`src/rtl/axil_cordic_master.sv`:
```
// axil_cordic_master: AXI4-Lite master that sequences one CORDIC job
// (angle, start, status poll, cos, sin) behind a valid/ready port.
module axil_cordic_master #(
  parameter int ADDR_WIDTH = 4,
  parameter int POLL_LIMIT = 1024
) (
  input  logic                  M_AXI_ACLK,
  input  logic                  M_AXI_ARESETN,
  input  logic                  req_valid,
  output logic                  req_ready,
  input  logic [31:0]           req_angle,
  output logic                  rsp_valid,
  input  logic                  rsp_ready,
  output logic [31:0]           rsp_cos,
  output logic [31:0]           rsp_sin,
  output logic [1:0]            rsp_err,
  output logic [ADDR_WIDTH-1:0] M_AXI_AWADDR,
  output logic                  M_AXI_AWVALID,
  input  logic                  M_AXI_AWREADY,
  output logic [31:0]           M_AXI_WDATA,
  output logic [3:0]            M_AXI_WSTRB,
  output logic                  M_AXI_WVALID,
  input  logic                  M_AXI_WREADY,
  input  logic [1:0]            M_AXI_BRESP,
  input  logic                  M_AXI_BVALID,
  output logic                  M_AXI_BREADY,
  output logic [ADDR_WIDTH-1:0] M_AXI_ARADDR,
  output logic                  M_AXI_ARVALID,
  input  logic                  M_AXI_ARREADY,
  input  logic [31:0]           M_AXI_RDATA,
  input  logic [1:0]            M_AXI_RRESP,
  input  logic                  M_AXI_RVALID,
  output logic                  M_AXI_RREADY
);

  localparam int CW = $clog2(POLL_LIMIT + 1);
  localparam logic [CW-1:0] POLL_MAX = CW'(POLL_LIMIT);
  localparam logic [31:0] DONE_WORD = 32'h0001_0000;
  localparam logic [ADDR_WIDTH-1:0] A_CTRL = ADDR_WIDTH'(4'h0);
  localparam logic [ADDR_WIDTH-1:0] A_ANG  = ADDR_WIDTH'(4'h4);
  localparam logic [ADDR_WIDTH-1:0] A_COS  = ADDR_WIDTH'(4'h8);
  localparam logic [ADDR_WIDTH-1:0] A_SIN  = ADDR_WIDTH'(4'hC);

  typedef enum logic [2:0] {
    IDLE,
    WR_ANGLE,
    WR_START,
    RD_STATUS,
    RD_COS,
    RD_SIN,
    RESP
  } state_t;

  state_t        state;
  logic [CW-1:0] poll_cnt;
  logic [CW-1:0] poll_nxt;
  logic          aw_hs;
  logic          w_hs;
  logic          b_hs;
  logic          ar_hs;
  logic          r_hs;
  logic          b_bad;
  logic          r_bad;

  assign aw_hs = M_AXI_AWVALID && M_AXI_AWREADY;
  assign w_hs  = M_AXI_WVALID && M_AXI_WREADY;
  assign b_hs  = M_AXI_BVALID && M_AXI_BREADY;
  assign ar_hs = M_AXI_ARVALID && M_AXI_ARREADY;
  assign r_hs  = M_AXI_RVALID && M_AXI_RREADY;
  assign b_bad = (M_AXI_BRESP != 2'b00);
  assign r_bad = (M_AXI_RRESP != 2'b00);

  assign poll_nxt    = poll_cnt + CW'(1);
  assign req_ready   = (state == IDLE);
  assign M_AXI_WSTRB = 4'hF;

  always_ff @(posedge M_AXI_ACLK) begin
    if (!M_AXI_ARESETN) begin
      state         <= IDLE;
      poll_cnt      <= '0;
      M_AXI_AWADDR  <= '0;
      M_AXI_AWVALID <= 1'b0;
      M_AXI_WDATA   <= '0;
      M_AXI_WVALID  <= 1'b0;
      M_AXI_BREADY  <= 1'b0;
      M_AXI_ARADDR  <= '0;
      M_AXI_ARVALID <= 1'b0;
      M_AXI_RREADY  <= 1'b0;
      rsp_valid     <= 1'b0;
      rsp_cos       <= '0;
      rsp_sin       <= '0;
      rsp_err       <= '0;
    end else begin
      // Each VALID drops on its own handshake; phase code may re-raise it.
      if (aw_hs) M_AXI_AWVALID <= 1'b0;
      if (w_hs)  M_AXI_WVALID  <= 1'b0;
      if (ar_hs) M_AXI_ARVALID <= 1'b0;
      unique case (state)
        IDLE: begin
          if (req_valid) begin
            rsp_err       <= 2'b00;
            poll_cnt      <= '0;
            M_AXI_AWADDR  <= A_ANG;
            M_AXI_WDATA   <= req_angle;
            M_AXI_AWVALID <= 1'b1;
            M_AXI_WVALID  <= 1'b1;
            M_AXI_BREADY  <= 1'b1;
            state         <= WR_ANGLE;
          end
        end
        WR_ANGLE: begin
          if (b_hs) begin
            M_AXI_BREADY  <= 1'b0;
            M_AXI_AWVALID <= 1'b0;
            M_AXI_WVALID  <= 1'b0;
            if (b_bad) begin
              rsp_err   <= 2'b01;
              rsp_valid <= 1'b1;
              state     <= RESP;
            end else begin
              M_AXI_AWADDR  <= A_CTRL;
              M_AXI_WDATA   <= 32'd1;
              M_AXI_AWVALID <= 1'b1;
              M_AXI_WVALID  <= 1'b1;
              M_AXI_BREADY  <= 1'b1;
              state         <= WR_START;
            end
          end
        end
        WR_START: begin
          if (b_hs) begin
            M_AXI_BREADY  <= 1'b0;
            M_AXI_AWVALID <= 1'b0;
            M_AXI_WVALID  <= 1'b0;
            if (b_bad) begin
              rsp_err   <= 2'b01;
              rsp_valid <= 1'b1;
              state     <= RESP;
            end else begin
              M_AXI_ARADDR  <= A_CTRL;
              M_AXI_ARVALID <= 1'b1;
              M_AXI_RREADY  <= 1'b1;
              state         <= RD_STATUS;
            end
          end
        end
        RD_STATUS: begin
          if (r_hs) begin
            M_AXI_RREADY  <= 1'b0;
            M_AXI_ARVALID <= 1'b0;
            if (r_bad) begin
              rsp_err   <= 2'b01;
              rsp_valid <= 1'b1;
              state     <= RESP;
            end else if (M_AXI_RDATA == DONE_WORD) begin
              M_AXI_ARADDR  <= A_COS;
              M_AXI_ARVALID <= 1'b1;
              M_AXI_RREADY  <= 1'b1;
              state         <= RD_COS;
            end else if (poll_nxt == POLL_MAX) begin
              poll_cnt  <= poll_nxt;
              rsp_err   <= 2'b10;
              rsp_valid <= 1'b1;
              state     <= RESP;
            end else begin
              poll_cnt      <= poll_nxt;
              M_AXI_ARVALID <= 1'b1;
              M_AXI_RREADY  <= 1'b1;
            end
          end
        end
        RD_COS: begin
          if (r_hs) begin
            M_AXI_RREADY  <= 1'b0;
            M_AXI_ARVALID <= 1'b0;
            if (r_bad) begin
              rsp_err   <= 2'b01;
              rsp_valid <= 1'b1;
              state     <= RESP;
            end else begin
              rsp_cos       <= M_AXI_RDATA;
              M_AXI_ARADDR  <= A_SIN;
              M_AXI_ARVALID <= 1'b1;
              M_AXI_RREADY  <= 1'b1;
              state         <= RD_SIN;
            end
          end
        end
        RD_SIN: begin
          if (r_hs) begin
            M_AXI_RREADY  <= 1'b0;
            M_AXI_ARVALID <= 1'b0;
            rsp_valid     <= 1'b1;
            state         <= RESP;
            if (r_bad) rsp_err <= 2'b01;
            else       rsp_sin <= M_AXI_RDATA;
          end
        end
        RESP: begin
          if (rsp_ready) begin
            rsp_valid <= 1'b0;
            state     <= IDLE;
          end
        end
        default: state <= IDLE;
      endcase
    end
  end

endmodule

```
`config.mk`:
```
export PLATFORM = sky130hd
export DESIGN_NAME = axil_cordic_master
export DESIGN_NICKNAME = d
export VERILOG_FILES = /design/src/rtl/axil_cordic_master.sv
export SDC_FILE = /design/constraint.sdc
export NUM_CORES = 1
export LEC_CHECK = 0
export ABC_CLOCK_PERIOD_IN_PS = 6000
export CAP_MARGIN = 20
export CORE_ASPECT_RATIO = 2
export CORE_MARGIN = 8
export CORE_UTILIZATION = 49
export CTS_CLUSTER_SIZE = 16
export DETAILED_ROUTE_END_ITERATION = 16
export PLACE_DENSITY = 0.89
export SLEW_MARGIN = 10
export SYNTH_ARGS = -nofsm -noshare
export SYNTH_HDL_FRONTEND = slang
export SYNTH_SLANG_ARGS = --single-unit
```
`constraint.sdc`:
```
create_clock -name M_AXI_ACLK -period 6 [get_ports M_AXI_ACLK]
set_input_delay 1.5 -clock M_AXI_ACLK [delete_from_list [all_inputs] [get_ports M_AXI_ACLK]]
set_output_delay 1.5 -clock M_AXI_ACLK [all_outputs]
set_load 0.02 [all_outputs]
```
==> results.md, run 1 <==
* Signed area change from the synthesized netlist to the final layout at 47.14%
* Element type at the critical path start: flop
* 1st-iter DRT viols at 503
* Sum of negative setup slack at 0 ns
* Worst-case hold slack at 0.4630 ns
* EDFF count, synth at 0
* Slowest cell on the critical path: sky130_fd_sc_hd__clkdlybuf4s50_1
* Internal portion of total power at 1986 uW
* Number of distinct library cell variants in the gate-level netlist after synthesis at 61
* Leakage power figure at 0.002791 uW
* Area of the core at 10,810 sq um
* R2R setup slack at 2.97 ns
* # rows at 54
* Most frequently used flop master after synthesis: sky130_fd_sc_hd__dfxtp_1
* Antenna cell count at 0
* Slew @ Worst Pin at 0.9858 ns
* Die W at 90.29 um
* Filler Cells Inserted at 771
* IR drop worst, VDD at 0.3601 mV
* Launch point of the worst hold path: rsp_cos[21]
* #FFs+latches synth at 121
* Pre-Repair DR Iteration Count at 6
* Total CTS buffers at 17
* Share of post-route cells with drive strength above 1 at 6.416%
* Endpoint of the most critical register-to-register path: poll_cnt[9]
* Final routed wirelength across all metal layers at 19.21 mm
* Reported net switching power at 896.1 uW
* Maximum frequency from static timing analysis at 264.4 MHz
* Total global routing overflow at 0
* Setup slack at placement at 2.007 ns
* Critical path data arrival time at 2.28 ns
* Path class of the lowest-slack min-delay path: flop to flop
* Largest net degree at the start of global routing at 69
* Worst slew slack as a fraction of its limit at 34.28%
* Met1 GRT Util at 22.55%
* Initial core utilization at 50.03%
* I/O Buffers at 184
* Startpoint of the worst-slack reg-to-reg timing path: state[1]
* Count of vias placed by the detailed router at 5,623
* Later-pin clock latency in the skew report at 0.42 ns
* Switching share of total power at 31.09%
* Global-route wire length before repair at 29.50 mm
* Quantity of hold-fixing buffers added after cts at 0
* Clock H-tree levels at 4
* Fraction of power consumed by sequential logic at 33.0%
* Clk sinks at 121
* Power density relative to cell area at 362.2 nW/um^2
* Setup repair after global routing missed its margin: false
* Clock input transition at the sequential cells of the worst setup and hold paths at 0.06 ns
* Run status: finished, final reports clean
* GRT Max-Usage Layer: met2
* DRC Markers at 0
* Final count of negative-setup-slack endpoints at 0
* Setup slack after layout at 2.218 ns
* Count of max-cap constraint violations at 0
* Clock share of power at 39.9%
* Most frequent cells in the layout: sky130_fd_sc_hd__clkdlybuf4s50_1, sky130_fd_sc_hd__nand2_1, sky130_fd_sc_hd__dfxtp_1, sky130_fd_sc_hd__a21boi_0, sky130_fd_sc_hd__nor2b_1
* DPL Wire Length at 13.40 mm
* Full die area at 14,860 sq um
* Critical path start-end classification: flop to primary output
* Minimum period implied by the final worst setup slack at 3.782 ns
* Syn. warnings at 0
* Final Core Density at 73.62%
* Max Root-Sink Buffers at 2
* Share of synthesized area occupied by flip-flops and latches at 44.78%
* Share of flip-flops with an asynchronous set or reset after synthesis at 0%
* Worst path max stage delay at 0.73 ns
* Met3 layer usage reported by global route at 7.965%
* Routed via count divided by cell count at 5.821
* Root Buffer Master: sky130_fd_sc_hd__clkbuf_16
* Portion of total power attributed to combinational logic at 27.1%
* Number of antenna violations at the first check in global routing at 0
* Fin nets at 891
* Type of destination of the critical path: primary output
* Final period util at 63.03%
* Most common library cell in the layout ignoring fill and taps: sky130_fd_sc_hd__clkdlybuf4s50_1
* I/O pin cnt at 194
* Height of the die at 164.6 um
* Total setup buffers inserted after CTS at 0
* Final Slew Violations at 0
* Final RePlAce weighted congestion at 0.9525
* Required time at the endpoint of the critical path at 4.50 ns
* Endpoints failing hold at 0
* Syn Inst Count at 653
* CTS tree: yes
* Met2 global-route usage at 46.50%
* Critical path cell sequence: nor3_1 > clkdlybuf4s50_1
* Routed WL per cell at 19.89 um
* Number of cells on the worst hold path at 2
* Avg Synthesized Cell Area at 8.283 sq um
* Gates resized, CTS repair at 0
* Netlist Area Pre-Place at 5409 sq um
* Worst min-delay path endpoint: rsp_cos[21]
* Via count of the first global-routing pass at 5,617
* Crit-path max FO at 25
* Worst Clk Skew at 0.01022 ns
* GRT Total Usage at 24.94%
* Remaining number of nets flagged by the antenna check after routing at 0
* Worst r2r path cells at 6
-- state kept, by name, summed over array words and instances (netlist names), 2 cells and up --
name	count
poll_cnt	11
M_AXI_WDATA	32
state	3
M_AXI_ARADDR	2
rsp_cos	32
rsp_err	2
rsp_sin	32
-- worst max-delay path: cells and delay by family (launching register included) --
family / cells / cell delay [ns]
buf+inv: 1 / 0.73
flops: 1 / 0.55
simple gates: 1 / 0.59
-- per-layer routing --
layer | part of all wire (%) | up-vias | wire length, um
li1 | - | 2559 | -
met1 | 32 | 2657 | 6231
met2 | 54 | 335 | 10400
met3 | 7.8 | 72 | 1491
met4 | 5.7 | 0 | 1087
met5 | 0 | - | 0
-- per-stage QoR --
| step | std cells | power, uW | area, sq um |
|---|---|---|---|
| after floorplan | 660 | 1428 | 5435 |
| after global placement | 928 | 1697 | 7201 |
| after detailed placement | 930 | 1731 | 7231 |
| after CTS | 962 | 2873 | 7899 |
| after global routing | 966 | 3007 | 7959 |
| final | 966 | 2882 | 7959 |
-- cells by family (layout without fill, tap and decap cells) --
family                     Yosys count  count (layout)  share of synthesized area (%)
buffers and inverters               62             228                          5.228
adders and majority gates            1               1                         0.2313
xor gates and xnor gates             2               2                         0.3239
AOI/OAI and AO/OA                  175             175                          23.43
and+or+nand+nor                    286             286                          25.10
DFF                                121             121                          44.78
other                                2               9                         0.1388
muxes                                4               4                         0.7634
-- how the worst max path moves through the flow --
stage,from,end
2_1_floorplan,M_AXI_RDATA[14],poll_cnt[8]
3_3_place_gp,M_AXI_RRESP[1],rsp_cos[17]
3_5_place_dp,M_AXI_RDATA[14],poll_cnt[9]
4_1_cts,state[1],req_ready
5_1_grt,state[1],req_ready
6_report,state[1],req_ready
-- power groups by stage --
stage | Sequential, uW | Combinational, uW | Clock [uW]
2_1_floorplan | 1020 | 413 | 0
6_report | 952 | 781 | 1150
3_3_place_gp | 960 | 737 | 0
3_5_place_dp | 966 | 764 | 0
5_1_grt | 963 | 841 | 1200
4_1_cts | 951 | 769 | 1150
-- layout make-up --
| type | instances | area (sq um) | area share [%] |
|---|---|---|---|
| Clock inverter | 13 | 215.2 | 2.704 |
| Multi-Input combinational cell | 477 | 2736 | 34.38 |
| Clock buffer | 19 | 452.9 | 5.691 |
| Timing Repair Buffer | 192 | 1942 | 24.40 |
| Sequential cell | 121 | 2422 | 30.44 |
| Inverter | 4 | 15.01 | 0.1886 |
| Tap cell | 140 | 175.2 | 2.201 |
-- Yosys cell counts, drive strengths merged (4+ instances only) --
master | instances | area share [%]
nand4 | 4 | 0.46
dfxtp | 121 | 45
nor4 | 10 | 1.2
a22oi | 32 | 4.4
and2 | 5 | 0.58
nor3 | 13 | 1.5
nor2 | 16 | 1.2
inv | 4 | 0.28
a21oi | 15 | 1.5
a21boi | 73 | 10
or3 | 6 | 0.79
buf | 22 | 2.5
nand3 | 17 | 1.8
o31ai | 4 | 0.56
nand2 | 161 | 11
clkbuf | 36 | 2.5
o21ai | 20 | 1.9
nor2b | 40 | 4.6
o211a | 6 | 1.1
(Power assumes the default switching activity.)
==> inputs of run 2 (changes only) <==
--- a/config.mk
+++ b/config.mk
@@ -5,14 +5,14 @@
 export SDC_FILE = /design/constraint.sdc
 export NUM_CORES = 1
 export LEC_CHECK = 0
-export ABC_CLOCK_PERIOD_IN_PS = 6000
+export ABC_CLOCK_PERIOD_IN_PS = 3550
 export CAP_MARGIN = 20
 export CORE_ASPECT_RATIO = 2
 export CORE_MARGIN = 8
-export CORE_UTILIZATION = 49
+export CORE_UTILIZATION = 45
 export CTS_CLUSTER_SIZE = 16
 export DETAILED_ROUTE_END_ITERATION = 16
-export PLACE_DENSITY = 0.89
+export PLACE_DENSITY = 0.83
 export SLEW_MARGIN = 10
 export SYNTH_ARGS = -nofsm -noshare
 export SYNTH_HDL_FRONTEND = slang
==> constraint.sdc (replaced) <==
create_clock -name M_AXI_ACLK -period 3.55 [get_ports M_AXI_ACLK]
set_input_delay 0.8875 -clock M_AXI_ACLK [delete_from_list [all_inputs] [get_ports M_AXI_ACLK]]
set_output_delay 0.8875 -clock M_AXI_ACLK [all_outputs]
set_load 0.02 [all_outputs]
==> run 2 against run 1 <==
Sequential power is 69% higher. Utilization is 6.8 points lower. Global-route usage is 2.6 points lower. Non-clock buffer count is 2 higher. Via count is 5.0% lower. Setup slack worse by 1.7 ns. Clock skew is 0.0011 ns lower. Routed wire length is 6.3% lower. Critical endpoint unchanged. Highest routed layer unchanged. Design area is 1.7% lower. Combinational power is 65% higher. Worst hold slack worse by 0.010 ns.
==> results.md, run 2 (synthesis gave the netlist of run 1 again) <==
* Number of cells on the worst hold path at 2 (unchanged)
* GRT Max-Usage Layer: met2
* Final RePlAce weighted congestion at 0.8766 (-8.0%)
* Most frequent cells in the layout: sky130_fd_sc_hd__clkdlybuf4s50_1, sky130_fd_sc_hd__nand2_1, sky130_fd_sc_hd__dfxtp_1, sky130_fd_sc_hd__a21boi_0, sky130_fd_sc_hd__nor2b_1
* Endpoints failing hold at 0 (unchanged)
* Type of destination of the critical path: primary output
* Routed WL per cell at 18.52 um (-6.9%)
* Total global routing overflow at 0 (unchanged)
* Number of antenna violations at the first check in global routing at 0 (unchanged)
* Total setup buffers inserted after CTS at 0 (unchanged)
* Run status: finished, final reports clean
* Final cell count without fillers at 972 (+0.62%)
* Gates resized, CTS repair at 0 (unchanged)
* Count of vias placed by the detailed router at 5,343 (-5.0%)
* Share of post-route cells with drive strength above 1 at 6.409% (-0.0078 points)
* Remaining number of nets flagged by the antenna check after routing at 0 (unchanged)
* Leakage power figure at 0.002741 uW (-1.8%)
* Final count of negative-setup-slack endpoints at 0 (unchanged)
* Minimum period implied by the final worst setup slack at 3.018 ns
* Setup slack after layout at 0.5324 ns (-1.686 ns)
* Clk sinks at 121 (unchanged)
* Met1 GRT Util at 19.23% (-3.3 points)
* Critical path data arrival time at 2.13 ns (-0.15 ns)
* Setup repair after global routing missed its margin: false
* CTS tree: yes
* Clock H-tree levels at 4 (unchanged)
* Worst min-delay path endpoint: rsp_cos[13]
* Crit-path max FO at 20 (-20%)
* Maximum frequency from static timing analysis at 331.4 MHz
* I/O pin cnt at 194 (unchanged)
* Worst r2r path cells at 7 (+1)
* Power density relative to cell area at 576.5 nW/um^2 (+59%)
* Element type at the critical path start: flop
* DRC Markers at 0 (unchanged)
* Pre-Repair DR Iteration Count at 5 (-1)
* Most common library cell in the layout ignoring fill and taps: sky130_fd_sc_hd__clkdlybuf4s50_1
* Critical path start-end classification: flop to primary output
* DPL Wire Length at 13.72 mm (+2.4%)
* Slowest cell on the critical path: sky130_fd_sc_hd__clkdlybuf4s50_1
* Global-route wire length before repair at 27.91 mm (-5.4%)
* Full die area at 16,000 sq um (+7.6%)
* Sum of negative setup slack at 0 ns (unchanged)
* Area of the core at 11,700 sq um (+8.2%)
* Total instance count after detailed placement at 941 (+1.2%)
* Count of max-cap constraint violations at 0 (unchanged)
* Worst Clk Skew at 0.009101 ns (-0.001121 ns)
* Root Buffer Master: sky130_fd_sc_hd__clkbuf_16
* Initial core utilization at 46.23% (-3.8 points)
* Final routed wirelength across all metal layers at 18.00 mm (-6.3%)
* Routed via count divided by cell count at 5.497 (-5.6%)
* Quantity of hold-fixing buffers added after cts at 0 (unchanged)
* # rows at 56 (+3.7%)
* Worst slew slack as a fraction of its limit at 54.58% (+20 points)
* Required time at the endpoint of the critical path at 2.66 ns (-1.84 ns)
* Clock input transition at the sequential cells of the worst setup and hold paths at 0.06 ns (about the same)
* Setup slack at placement at 0.3278 ns (-1.679 ns)
* Later-pin clock latency in the skew report at 0.41 ns (about the same)
* I/O Buffers at 184 (unchanged)
* Largest net degree at the start of global routing at 58 (-16%)
* Final period util at 85.00%
* Top flop regs: M_AXI_WDATA (32), rsp_cos (32), rsp_sin (32)
* Signed area change from the synthesized netlist to the final layout at 44.62%
* Via count of the first global-routing pass at 5,400 (-3.9%)
* Met3 layer usage reported by global route at 5.751% (-2.2 points)
* IR drop worst, VDD at 0.4061 mV (+13%)
* Endpoint of the most critical register-to-register path: poll_cnt[9]
* Height of the die at 171.0 um (+3.9%)
* Path class of the lowest-slack min-delay path: flop to flop
* Worst-case hold slack at 0.4525 ns (-0.01046 ns)
* GRT Total Usage at 22.35% (-2.6 points)
* Launch point of the worst hold path: rsp_cos[13]
* 1st-iter DRT viols at 311 (-38%)
* Max Root-Sink Buffers at 2 (unchanged)
* Critical path cell sequence: nor3_1 > clkdlybuf4s50_1
* Die W at 93.53 um (+3.6%)
* Total CTS buffers at 17 (unchanged)
* Antenna cell count at 0 (unchanged)
* Final Slew Violations at 0 (unchanged)
* Fin nets at 893 (+0.22%)
* Slew @ Worst Pin at 0.6804 ns (-0.3054 ns)
* Worst path max stage delay at 0.71 ns (-0.02 ns)
* Startpoint of the worst-slack reg-to-reg timing path: state[1]
* Met2 global-route usage at 43.55% (-2.9 points)
* R2R setup slack at 0.82 ns (-2.15 ns)
==> run 2: where the power goes <==
| part | switching (uW) | internal, uW | total (uW) |
|---|---|---|---|
| combinational | 716 | 573 | 1290 |
| clock | 615 | 993 | 1610 |
| sequential | 127 | 1490 | 1610 |
| total | 1460 | 3050 | 4510 |
==> run 2: worst max path at each step <==
stage,slack [ns],start,to
floorplan,1.27,M_AXI_RDATA[14],poll_cnt[8]
global placement,0.39,M_AXI_RDATA[14],poll_cnt[4]
detailed placement,0.33,M_AXI_RDATA[15],poll_cnt[9]
CTS,0.53,state[0],req_ready
global route,0.38,state[2],req_ready
finish,0.53,state[0],req_ready
==> run 2: worst max-delay path, delay by kind of cell (launching register included) <==
family,cells,cell delay (ns)
buf+inv,1,0.71
flops,1,0.50
simple gates,1,0.51
==> run 2: through the flow <==
stage | util, % | area, sq um | total power (uW)
finish | 66.85 | 7823 | 4510
global route | 66.85 | 7823 | 4722
CTS | 66.85 | 7823 | 4532
detailed placement | 62.10 | 7267 | 2929
global placement | 62.10 | 7267 | 2892
floorplan | - | 5435 | 2414
==> run 2: metal layers <==
layer  part of all wire [%]  wire length [um]
met5                      0                 0
met4                    4.6               826
met3                    5.9              1064
met2                     56             10110
met1                     33              5994
==> run 2: cell type report <==
cell class              count  area, sq um
clock buffers              20        456.7
clock inverters            11        98.84
fillers                   951         3879
inverters                   4        15.01
multi-input cells         477         2736
flip-flops and latches    121         2422
well taps                 145        181.4
repair buffers            194         1912
==> inputs of run 3 (changes only) <==
--- a/config.mk
+++ b/config.mk
@@ -12,7 +12,9 @@
 export CORE_UTILIZATION = 45
 export CTS_CLUSTER_SIZE = 16
 export DETAILED_ROUTE_END_ITERATION = 16
+export GPL_ROUTABILITY_DRIVEN = 1
 export PLACE_DENSITY = 0.83
+export SETUP_SLACK_MARGIN = 0.15
 export SLEW_MARGIN = 10
 export SYNTH_ARGS = -nofsm -noshare
 export SYNTH_HDL_FRONTEND = slang
==> results of run 3 <==
Final layout, timing and power as in run 2 (identical DEF).
